### src/rtl/sdram_burst_arb_if.sv
// Bus bundle between fifo_ctrl, the burst arbiter and the SDRAM command/data core.
// The arbiter connects through the slave modport; the environment drives through master.
interface sdram_burst_arb_if #(
    parameter int ADDR_W = 24,
    parameter int LEN_W  = 10
);
    logic              wr_req;
    logic              rd_req;
    logic [ADDR_W-1:0] sdram_wr_addr;
    logic [ADDR_W-1:0] sdram_rd_addr;
    logic [LEN_W-1:0]  br_length;
    logic              wr_ack;
    logic              rd_ack;
    logic              cmd_valid;
    logic              cmd_ready;
    logic              cmd_write;
    logic [ADDR_W-1:0] cmd_addr;
    logic [LEN_W-1:0]  cmd_len;
    logic              core_wr_beat;
    logic              core_rd_beat;
    logic              wr_fifo_rd_en;
    logic              rd_fifo_wr_en;
    logic              busy;
    logic              err_timeout;

    modport slave (
        input  wr_req, rd_req, sdram_wr_addr, sdram_rd_addr, br_length,
        input  cmd_ready, core_wr_beat, core_rd_beat,
        output wr_ack, rd_ack, cmd_valid, cmd_write, cmd_addr, cmd_len,
        output wr_fifo_rd_en, rd_fifo_wr_en, busy, err_timeout
    );

    modport master (
        output wr_req, rd_req, sdram_wr_addr, sdram_rd_addr, br_length,
        output cmd_ready, core_wr_beat, core_rd_beat,
        input  wr_ack, rd_ack, cmd_valid, cmd_write, cmd_addr, cmd_len,
        input  wr_fifo_rd_en, rd_fifo_wr_en, busy, err_timeout
    );
endinterface

### src/rtl/sdram_burst_arb.sv
// Round-robin write/read burst arbiter between fifo_ctrl and the SDRAM core.
// Define BURST_TIMEOUT_EN to abort a burst after TIMEOUT cycles without a handshake or beat.
module sdram_burst_arb #(
    parameter int ADDR_W     = 24,
    parameter int LEN_W      = 10,
    parameter int GAP_CYCLES = 2,
    parameter int TIMEOUT    = 1023
) (
    input  logic             clk,
    input  logic             rst,
    sdram_burst_arb_if.slave bus
);
    typedef enum logic [2:0] {IDLE, WR_CMD, WR_BURST, RD_CMD, RD_BURST, GAP} state_t;

    localparam int                GAP_LEN  = (GAP_CYCLES < 1) ? 1 : GAP_CYCLES;
    localparam int                GAP_W    = $clog2(GAP_LEN + 1);
    localparam logic [GAP_W-1:0]  GAP_LAST = GAP_W'(GAP_LEN - 1);

    state_t            state;
    logic              last_wr;
    logic [LEN_W-1:0]  beat_cnt;
    logic [GAP_W-1:0]  gap_cnt;
    logic              cmd_valid_q;
    logic              cmd_write_q;
    logic              wr_ack_q;
    logic              rd_ack_q;
    logic [ADDR_W-1:0] cmd_addr_q;
    logic [LEN_W-1:0]  cmd_len_q;

    logic len_ok;
    logic wr_valid;
    logic rd_valid;
    logic grant_wr;
    logic handshake;
    logic wr_beat;
    logic rd_beat;
    logic last_beat;
    logic stall_hit;

    // Zero-length requests are never granted; on contention the side not served last wins.
    assign len_ok    = (bus.br_length != '0);
    assign wr_valid  = bus.wr_req & len_ok;
    assign rd_valid  = bus.rd_req & len_ok;
    assign grant_wr  = wr_valid & (~rd_valid | ~last_wr);
    assign handshake = cmd_valid_q & bus.cmd_ready;
    assign wr_beat   = (state == WR_BURST) & bus.core_wr_beat;
    assign rd_beat   = (state == RD_BURST) & bus.core_rd_beat;
    assign last_beat = (beat_cnt == cmd_len_q - LEN_W'(1));

    always_ff @(posedge clk or posedge rst) begin
        if (rst) begin
            state       <= IDLE;
            last_wr     <= 1'b0;
            beat_cnt    <= '0;
            gap_cnt     <= '0;
            cmd_valid_q <= 1'b0;
            cmd_write_q <= 1'b0;
            wr_ack_q    <= 1'b0;
            rd_ack_q    <= 1'b0;
            cmd_addr_q  <= '0;
            cmd_len_q   <= '0;
        end else begin
            case (state)
                IDLE: begin
                    if (wr_valid | rd_valid) begin
                        state       <= grant_wr ? WR_CMD : RD_CMD;
                        last_wr     <= grant_wr;
                        cmd_addr_q  <= grant_wr ? bus.sdram_wr_addr : bus.sdram_rd_addr;
                        cmd_len_q   <= bus.br_length;
                        cmd_write_q <= grant_wr;
                        cmd_valid_q <= 1'b1;
                        wr_ack_q    <= grant_wr;
                        rd_ack_q    <= ~grant_wr;
                    end
                end
                WR_CMD, RD_CMD: begin
                    if (handshake) begin
                        state       <= (state == WR_CMD) ? WR_BURST : RD_BURST;
                        cmd_valid_q <= 1'b0;
                        beat_cnt    <= '0;
                    end else if (stall_hit) begin
                        state       <= GAP;
                        gap_cnt     <= '0;
                        cmd_valid_q <= 1'b0;
                        wr_ack_q    <= 1'b0;
                        rd_ack_q    <= 1'b0;
                    end
                end
                WR_BURST, RD_BURST: begin
                    // Dropping the ack on the last beat gives fifo_ctrl exactly one falling edge.
                    if (wr_beat | rd_beat) begin
                        if (last_beat) begin
                            state    <= GAP;
                            gap_cnt  <= '0;
                            wr_ack_q <= 1'b0;
                            rd_ack_q <= 1'b0;
                        end else begin
                            beat_cnt <= beat_cnt + LEN_W'(1);
                        end
                    end else if (stall_hit) begin
                        state    <= GAP;
                        gap_cnt  <= '0;
                        wr_ack_q <= 1'b0;
                        rd_ack_q <= 1'b0;
                    end
                end
                GAP: begin
                    if (gap_cnt == GAP_LAST) begin
                        state <= IDLE;
                    end else begin
                        gap_cnt <= gap_cnt + GAP_W'(1);
                    end
                end
                default: state <= IDLE;
            endcase
        end
    end

`ifdef BURST_TIMEOUT_EN
    localparam int IDLE_W = $clog2(TIMEOUT + 1);

    logic [IDLE_W-1:0] idle_cnt;
    logic              err_q;
    logic              waiting;

    assign waiting   = (state == WR_CMD) | (state == RD_CMD) | (state == WR_BURST) | (state == RD_BURST);
    assign stall_hit = waiting & ~handshake & ~wr_beat & ~rd_beat & (idle_cnt == IDLE_W'(TIMEOUT - 1));

    // Counts consecutive cycles without progress while a burst is outstanding.
    always_ff @(posedge clk or posedge rst) begin
        if (rst) begin
            idle_cnt <= '0;
            err_q    <= 1'b0;
        end else begin
            err_q <= stall_hit;
            if (!waiting || handshake || wr_beat || rd_beat || stall_hit) begin
                idle_cnt <= '0;
            end else begin
                idle_cnt <= idle_cnt + IDLE_W'(1);
            end
        end
    end

    assign bus.err_timeout = err_q;
`else
    assign stall_hit       = 1'b0;
    assign bus.err_timeout = 1'b0;
`endif

    assign bus.wr_ack        = wr_ack_q;
    assign bus.rd_ack        = rd_ack_q;
    assign bus.cmd_valid     = cmd_valid_q;
    assign bus.cmd_write     = cmd_write_q;
    assign bus.cmd_addr      = cmd_addr_q;
    assign bus.cmd_len       = cmd_len_q;
    assign bus.wr_fifo_rd_en = wr_beat;
    assign bus.rd_fifo_wr_en = rd_beat;
    assign bus.busy          = (state != IDLE);
endmodule
### src/flat_wrapper.sv
// flat-port wrapper written by rule: the top's interface ports become plain ports
module sdram_burst_arb_flat 
#(
    parameter int ADDR_W     = 24,
    parameter int LEN_W      = 10,
    parameter int GAP_CYCLES = 2,
    parameter int TIMEOUT    = 1023
)
  (clk, rst, bus_wr_req, bus_rd_req, bus_sdram_wr_addr, bus_sdram_rd_addr, bus_br_length, bus_cmd_ready, bus_core_wr_beat, bus_core_rd_beat, bus_wr_ack, bus_rd_ack, bus_cmd_valid, bus_cmd_write, bus_cmd_addr, bus_cmd_len, bus_wr_fifo_rd_en, bus_rd_fifo_wr_en, bus_busy, bus_err_timeout);
  sdram_burst_arb_if #(.ADDR_W(ADDR_W), .LEN_W(LEN_W)) bus_i ();
  input  logic clk;
  input  logic rst;
  input wire logic [$bits(bus_i.wr_req)-1:0] bus_wr_req;
  input wire logic [$bits(bus_i.rd_req)-1:0] bus_rd_req;
  input wire logic [$bits(bus_i.sdram_wr_addr)-1:0] bus_sdram_wr_addr;
  input wire logic [$bits(bus_i.sdram_rd_addr)-1:0] bus_sdram_rd_addr;
  input wire logic [$bits(bus_i.br_length)-1:0] bus_br_length;
  input wire logic [$bits(bus_i.cmd_ready)-1:0] bus_cmd_ready;
  input wire logic [$bits(bus_i.core_wr_beat)-1:0] bus_core_wr_beat;
  input wire logic [$bits(bus_i.core_rd_beat)-1:0] bus_core_rd_beat;
  output wire logic [$bits(bus_i.wr_ack)-1:0] bus_wr_ack;
  output wire logic [$bits(bus_i.rd_ack)-1:0] bus_rd_ack;
  output wire logic [$bits(bus_i.cmd_valid)-1:0] bus_cmd_valid;
  output wire logic [$bits(bus_i.cmd_write)-1:0] bus_cmd_write;
  output wire logic [$bits(bus_i.cmd_addr)-1:0] bus_cmd_addr;
  output wire logic [$bits(bus_i.cmd_len)-1:0] bus_cmd_len;
  output wire logic [$bits(bus_i.wr_fifo_rd_en)-1:0] bus_wr_fifo_rd_en;
  output wire logic [$bits(bus_i.rd_fifo_wr_en)-1:0] bus_rd_fifo_wr_en;
  output wire logic [$bits(bus_i.busy)-1:0] bus_busy;
  output wire logic [$bits(bus_i.err_timeout)-1:0] bus_err_timeout;
  assign bus_i.wr_req = bus_wr_req;
  assign bus_i.rd_req = bus_rd_req;
  assign bus_i.sdram_wr_addr = bus_sdram_wr_addr;
  assign bus_i.sdram_rd_addr = bus_sdram_rd_addr;
  assign bus_i.br_length = bus_br_length;
  assign bus_i.cmd_ready = bus_cmd_ready;
  assign bus_i.core_wr_beat = bus_core_wr_beat;
  assign bus_i.core_rd_beat = bus_core_rd_beat;
  assign bus_wr_ack = bus_i.wr_ack;
  assign bus_rd_ack = bus_i.rd_ack;
  assign bus_cmd_valid = bus_i.cmd_valid;
  assign bus_cmd_write = bus_i.cmd_write;
  assign bus_cmd_addr = bus_i.cmd_addr;
  assign bus_cmd_len = bus_i.cmd_len;
  assign bus_wr_fifo_rd_en = bus_i.wr_fifo_rd_en;
  assign bus_rd_fifo_wr_en = bus_i.rd_fifo_wr_en;
  assign bus_busy = bus_i.busy;
  assign bus_err_timeout = bus_i.err_timeout;
  sdram_burst_arb #(.ADDR_W(ADDR_W), .LEN_W(LEN_W), .GAP_CYCLES(GAP_CYCLES), .TIMEOUT(TIMEOUT)) u_core (.clk(clk), .rst(rst), .bus(bus_i));
endmodule
### config.mk
export PLATFORM = sky130hd
export DESIGN_NAME = sdram_burst_arb_flat
export DESIGN_NICKNAME = d
export VERILOG_FILES = /design/src/rtl/sdram_burst_arb_if.sv /design/src/rtl/sdram_burst_arb.sv /design/src/flat_wrapper.sv
export SDC_FILE = /design/constraint.sdc
export NUM_CORES = 1
export LEC_CHECK = 0
export BUFFER_PORTS_ARGS = -buffer_cell sky130_fd_sc_hd__buf_4
export CAP_MARGIN = 0
export CELL_PAD_IN_SITES_DETAIL_PLACEMENT = 0
export CELL_PAD_IN_SITES_GLOBAL_PLACEMENT = 2
export CORE_ASPECT_RATIO = 1.2
export CORE_MARGIN = 1
export CORE_UTILIZATION = 29
export DETAILED_ROUTE_END_ITERATION = 10
export GPL_TIMING_DRIVEN = 0
export PLACE_DENSITY_LB_ADDON = 0.1
export SLEW_MARGIN = 5
export SYNTH_ARGS = -nofsm -noshare
export SYNTH_HDL_FRONTEND = slang
export SYNTH_SLANG_ARGS = --single-unit
### constraint.sdc
create_clock -name clk -period 3.45 [get_ports clk]
set_clock_uncertainty 0.1 [all_clocks]
set_input_delay 0.69 -clock clk [delete_from_list [all_inputs] [get_ports clk]]
set_output_delay 0.69 -clock clk [all_outputs]
set_load 0.005 [all_outputs]
# == Word level (Yosys, flattened, before mapping) ==
# Index checks and enable logic that the tools add are counted.
# op_classes
add_sub_neg,3
n_eq_ne,14
muxes,26
bitwise,12
n_reduce_logical,15
# op_table
op,count
10-bit 2-to-1 mux,3
24-bit 2-to-1 mux,1
10-bit case mux with 2 select lines,1
3-bit 2-to-1 mux,6
3-bit case mux with 4 select lines,1
4-bit AND reduction,3
10-bit by 1-bit adder with 10-bit output (second input constant),1
10-bit equality test,1
2-bit by 1-bit inequality test with 1-bit output (second input constant),5
10-bit nonzero test,1
10-bit by 1-bit subtractor with 10-bit output (second input constant),1
2-bit 2-to-1 mux,4
2-bit nonzero test,4
1-bit AND,6
3-bit by 2-bit equality test with 1-bit output (second input constant),2
3-bit equality test (second input constant),2
1-bit 2-to-1 mux,6
1-bit case mux with 2 select lines,3
5-bit AND reduction,1
2-bit inequality test (second input constant),2
2-bit case mux with 2 select lines,1
2-bit OR reduction,2
3-bit by 1-bit equality test with 1-bit output (second input constant),1
3-bit logical NOT,1
7 further kinds,11
# word_totals
reg_bits,53
inputBits,65
output_inout_bits,42
word_cells,79

# == Logic depth before layout (Yosys ltp) ==
# depth
word_depth,8
mapped_depth,10
depth_no_buf,8

# == Worst setup path after synthesis ==
# No wires, ideal clock.
# synth_timing
kind,register to register
start,register u_core.cmd_len_q[0] (netlist: u_core.bus.cmd_len[0])
end,register u_core.gap_cnt[0]
setup_time_ps,121
arrival_ps,2235
required_time_ps,3229
path_slack_ps,994
path_stages_with_launch,11
n_path_buf,2
period_less_slack_ps,2456
path_cell_list,dfrtp_1 -> inv_1 -> ha_1 -> buf_1 -> o21ba_2 -> a221oi_1 -> a41oi_1 -> a2111o_1 -> buf_2 -> o21a_1 -> o22a_1
# synth_between
elab_chain_cells,4
# synth_rtl
item,line_no,rtl
"start, declared",sdram_burst_arb.sv:28,logic [LEN_W-1:0] cmd_len_q;
"start signal, assigned",sdram_burst_arb.sv:69,cmd_len_q <= bus.br_length;
10-bit by 1-bit subtractor with 10-bit output,sdram_burst_arb.sv:48,assign last_beat = (beat_cnt == cmd_len_q - LEN_W'(1));
10-bit equality test,sdram_burst_arb.sv:48,
2-bit by 1-bit inequality test with 1-bit output (no line),-,
4-bit AND reduction (no line),-,
"end signal, assigned",sdram_burst_arb.sv:111,gap_cnt <= gap_cnt + GAP_W'(1);
"end, declared",sdram_burst_arb.sv:22,logic [GAP_W-1:0] gap_cnt;
# Every way passes these cells.
# A chain may end at the register's enable or synchronous reset.

# == Worst setup path after layout ==
# layout_timing
start,register u_core.cmd_len_q[0] (netlist: u_core.bus.cmd_len[0])
end,register u_core.state[1]
# layout_between
elab_chain_cells,4
# layout_rtl
item,line_no,rtl
10-bit by 1-bit subtractor with 10-bit output,sdram_burst_arb.sv:48,
10-bit equality test,sdram_burst_arb.sv:48,
2-bit by 1-bit inequality test with 1-bit output (no line),-,
5-bit AND reduction (no line),-,
"end signal, assigned",sdram_burst_arb.sv:66,state <= grant_wr ? WR_CMD : RD_CMD;
"end signal, assigned",sdram_burst_arb.sv:78,state <= (state == WR_CMD) ? WR_BURST : RD_BURST;
"end, declared",sdram_burst_arb.sv:19,state_t state;
# Every way passes these cells.

==> out/metrics.yaml <==
status: "finished, final reports clean"
ys_ff_latch: 53
cts_made_buffers: 5
p_sw_frac: 0.393
startpoint: "u_core.bus.cmd_len[0]"
finalWeightedCongestion: 0.806
tightest_slew_ps: 712
drt_iter0_drc: 119
max_cap_viol_count: 0
crit_path_end_kind: "flip-flop"
cts_tree: "yes"
antenna_found_initial: 0
synth_edf_count: 0
rsz0062_at_grt: "no"
avgSynthCellArea_um2: 9.61
grtUsageTotal: 0.171
num_rows: 40
rr_worst_depth: 9
fin_crit_sh: 0.856
post_cts_resized: 0
pwr-share-seq: 0.354
cts.sinks: 53
core_area_um2: 10000
start_util: 0.300
cp_data_arrival_time_ps: 3000
setup_viol: 0
netlist_area_um2: 3000
port_buffers: 105
grt_pass1_wl_um: 14200
routed_wl_um: 8530
start_kind: "flip-flop"
num_antenna_cells: 0
worstSetupPathType: "flip-flop to flip-flop"
clockBufferDepth: 2
p_per_area_nw_per_um2: 806
htreeDepth: 2
die_h_um: 113
crit_path_end: "u_core.state[1]"
reg2reg_from: "u_core.bus.cmd_len[0]"
hold_violations: 0
place_area_um2: 3970
slew_headroom: 0.525
ys_warn_count: 0
clkTransAtPathRegs_ps: 70
power.net_switching_w: 0.00130
dp_hpwl_um: 6600
synth-seq-area-share: 0.442
vias: 2704
ff2ff_setup_slack_ps: 500
tns_ps: 0
yosysTopAreaCellShare: 0.442
route.antenna.remaining_nets: 0
power_leakage_nw: 1.90
post_synth_num_cell_types: 51
area_growth_pct: 37.0
syn-instance-count: 312
cts_setup_buffers: 0
hold_buffers: 0
fmax_mhz: 339
drv_slew: 0
p_comb_frac: 0.493
min_period_ps: 2950
intPower_w: 0.00201
synth_nets: 380
via_per_inst: 4.91
die_w_um: 94.8
grt_pass1_vias: 2797
cts_root_buffer: "clkbuf_16"
dr.pass1.iters: 4
synth-async-reset-ratio: 1.00
synth.area.top_cells: "dfrtp_1 (44%), mux2i_1 (10%), a21oi_1 (5.0%)"
crit_path_max_fanout: 9
grt_overflow_total: 0
yosysTopAreaCell: "dfrtp_1"
fin_area_um2: 4110
p_clk_frac: 0.153
worstSkewPairLatency_ps: 290
io_pins: 107
hold_class: "primary input to async pin"
drive_gt1_frac: 0.306
final_util: 0.410
nets: 493
grt_max_degree: 28
drcViolationCount: 0
ir_drop_mv: 0.323
r2r-end: "u_core.state[1]"
dieArea_um2: 10800
worstPathRequired_ps: 3500
synth_ff_type: "dfrtp_1"
routedWlPerCell_um: 15.5
==> metal layers <==
| metal | wire length, µm | track usage | vias to the layer above |
|---|---|---|---|
| met4 | 93 | 0.0455 | 0 |
| met3 | 670 | 0.0593 | 6 |
| met1 | 3620 | 0.206 | 1278 |
| met2 | 4150 | 0.287 | 78 |
| met5 | 0 | 0 | - |
| li1 | - | - | 1342 |
==> power groups by stage <==
stage | registers, W | logic (W) | clock network, W
2_1_floorplan | 0.00114 | 0.000966 | 0
5_1_grt | 0.00123 | 0.00184 | 0.000549
3_5_place_dp | 0.00119 | 0.00166 | 0
3_3_place_gp | 0.00118 | 0.00164 | 0
4_1_cts | 0.00118 | 0.00166 | 0.000531
6_report | 0.00117 | 0.00163 | 0.000506
==> registers in the layout, indices dropped and copies added, names as in the netlist <==
signal / cells
u_core.bus.wr_ack: 1
u_core.bus.rd_ack: 1
u_core.bus.cmd_addr: 24
u_core.state: 3
u_core.bus.cmd_write: 1
u_core.bus.cmd_valid: 1
u_core.beat_cnt: 10
u_core.bus.cmd_len: 10
u_core.gap_cnt: 2
==> final cells by class <==
class	count	area (µm²)
inverters	15	56.3
plain buffers	20	80.1
repair buffers	106	808
flip-flops and latches	53	1330
well taps	126	158
clock buffers	7	143
multi-input cells	224	1540
fillers	1074	5900
==> placed cells by master (no fill, tap or decap), types with 3 or more instances in the layout <==
cell / instances
o21a_1: 6
nor2_1: 32
dfrtp_1: 53
ha_1: 3
and4_1: 5
and3_1: 5
nor3_1: 3
a21oi_1: 30
nor4_1: 5
mux2i_1: 30
clkbuf_16: 5
xor2_1: 6
o211ai_1: 7
a22oi_1: 6
clkbuf_1: 15
nand2b_1: 4
nand2_1: 14
o21ai_1: 4
buf_1: 4
buf_4: 106
nor3b_1: 3
xnor2_1: 5
nor2b_1: 3
nand3_1: 4
o21ai_0: 11
mux2_2: 9
inv_1: 14
==> cells in the mapped netlist (2+ instances only) <==
master	n
dfrtp_1	53
and4_1	5
nand2_1	14
inv_1	15
clkbuf_1	14
nor2b_1	3
o311a_1	2
or3_1	2
o21a_1	6
nor3_1	3
mux2i_1	30
a21o_1	2
o21ai_1	4
nor2_1	32
ha_1	3
and3_1	5
or4_1	2
nand2b_1	4
nor4_1	5
nor3b_1	3
xor2_1	6
a31oi_1	2
buf_1	4
mux2_2	9
nand3_1	4
a22oi_1	6
a21oi_1	30
xnor2_1	5
o21ai_0	11
o211ai_1	7
==> through the flow <==
| step | worst slack [ps] | hold WS, ps | power (W) | cells |
|---|---|---|---|---|
| 3_3_place_gp | 243 | 390 | 0.00282 | 543 |
| 5_1_grt | 236 | 444 | 0.00362 | 551 |
| 2_1_floorplan | 994 | 373 | 0.00210 | 312 |
| 4_1_cts | 425 | 409 | 0.00338 | 551 |
| 3_5_place_dp | 226 | 398 | 0.00285 | 544 |
| 6_report | 497 | 384 | 0.00331 | 551 |
==> worst max-delay path, stage by stage (launching register included) <==
cell and delay, ps:
dfrtp_1 520, inv_1 100, ha_1 200, buf_1 230, o21ba_2 260, a221oi_1 300, a41oi_1 80, a2111o_1 390
o21ai_0 470, a22oi_1 150
==> kinds of logic (layout without fill, tap and decap cells) <==
logic type                 Yosys count  in the layout  share of synthesized area
muxes                               39             39                      0.134
AOI/OAI and AO/OA                   82             82                      0.178
and+or+nand+nor                     88             88                      0.154
DFF                                 53             53                      0.442
adders and majority gates            3              3                     0.0125
other                                1              1                    0.00125
buffers and inverters               35            148                     0.0455
xor gates and xnor gates            11             11                     0.0321
==> worst min path at each step <==
stage | depth (start not counted) | slack [ps] | end | startpoint
final | 2 | 380 | u_core.state[0] | rst
after global routing | 2 | 440 | u_core.state[0] | rst
after CTS | 2 | 410 | u_core.state[0] | rst
after detailed placement | 2 | 400 | u_core.gap_cnt[1] | u_core.gap_cnt[1]
after global placement | 2 | 390 | u_core.gap_cnt[1] | u_core.gap_cnt[1]
after floorplan | 2 | 370 | u_core.gap_cnt[1] | u_core.gap_cnt[1]
(Power assumes the default switching activity.)
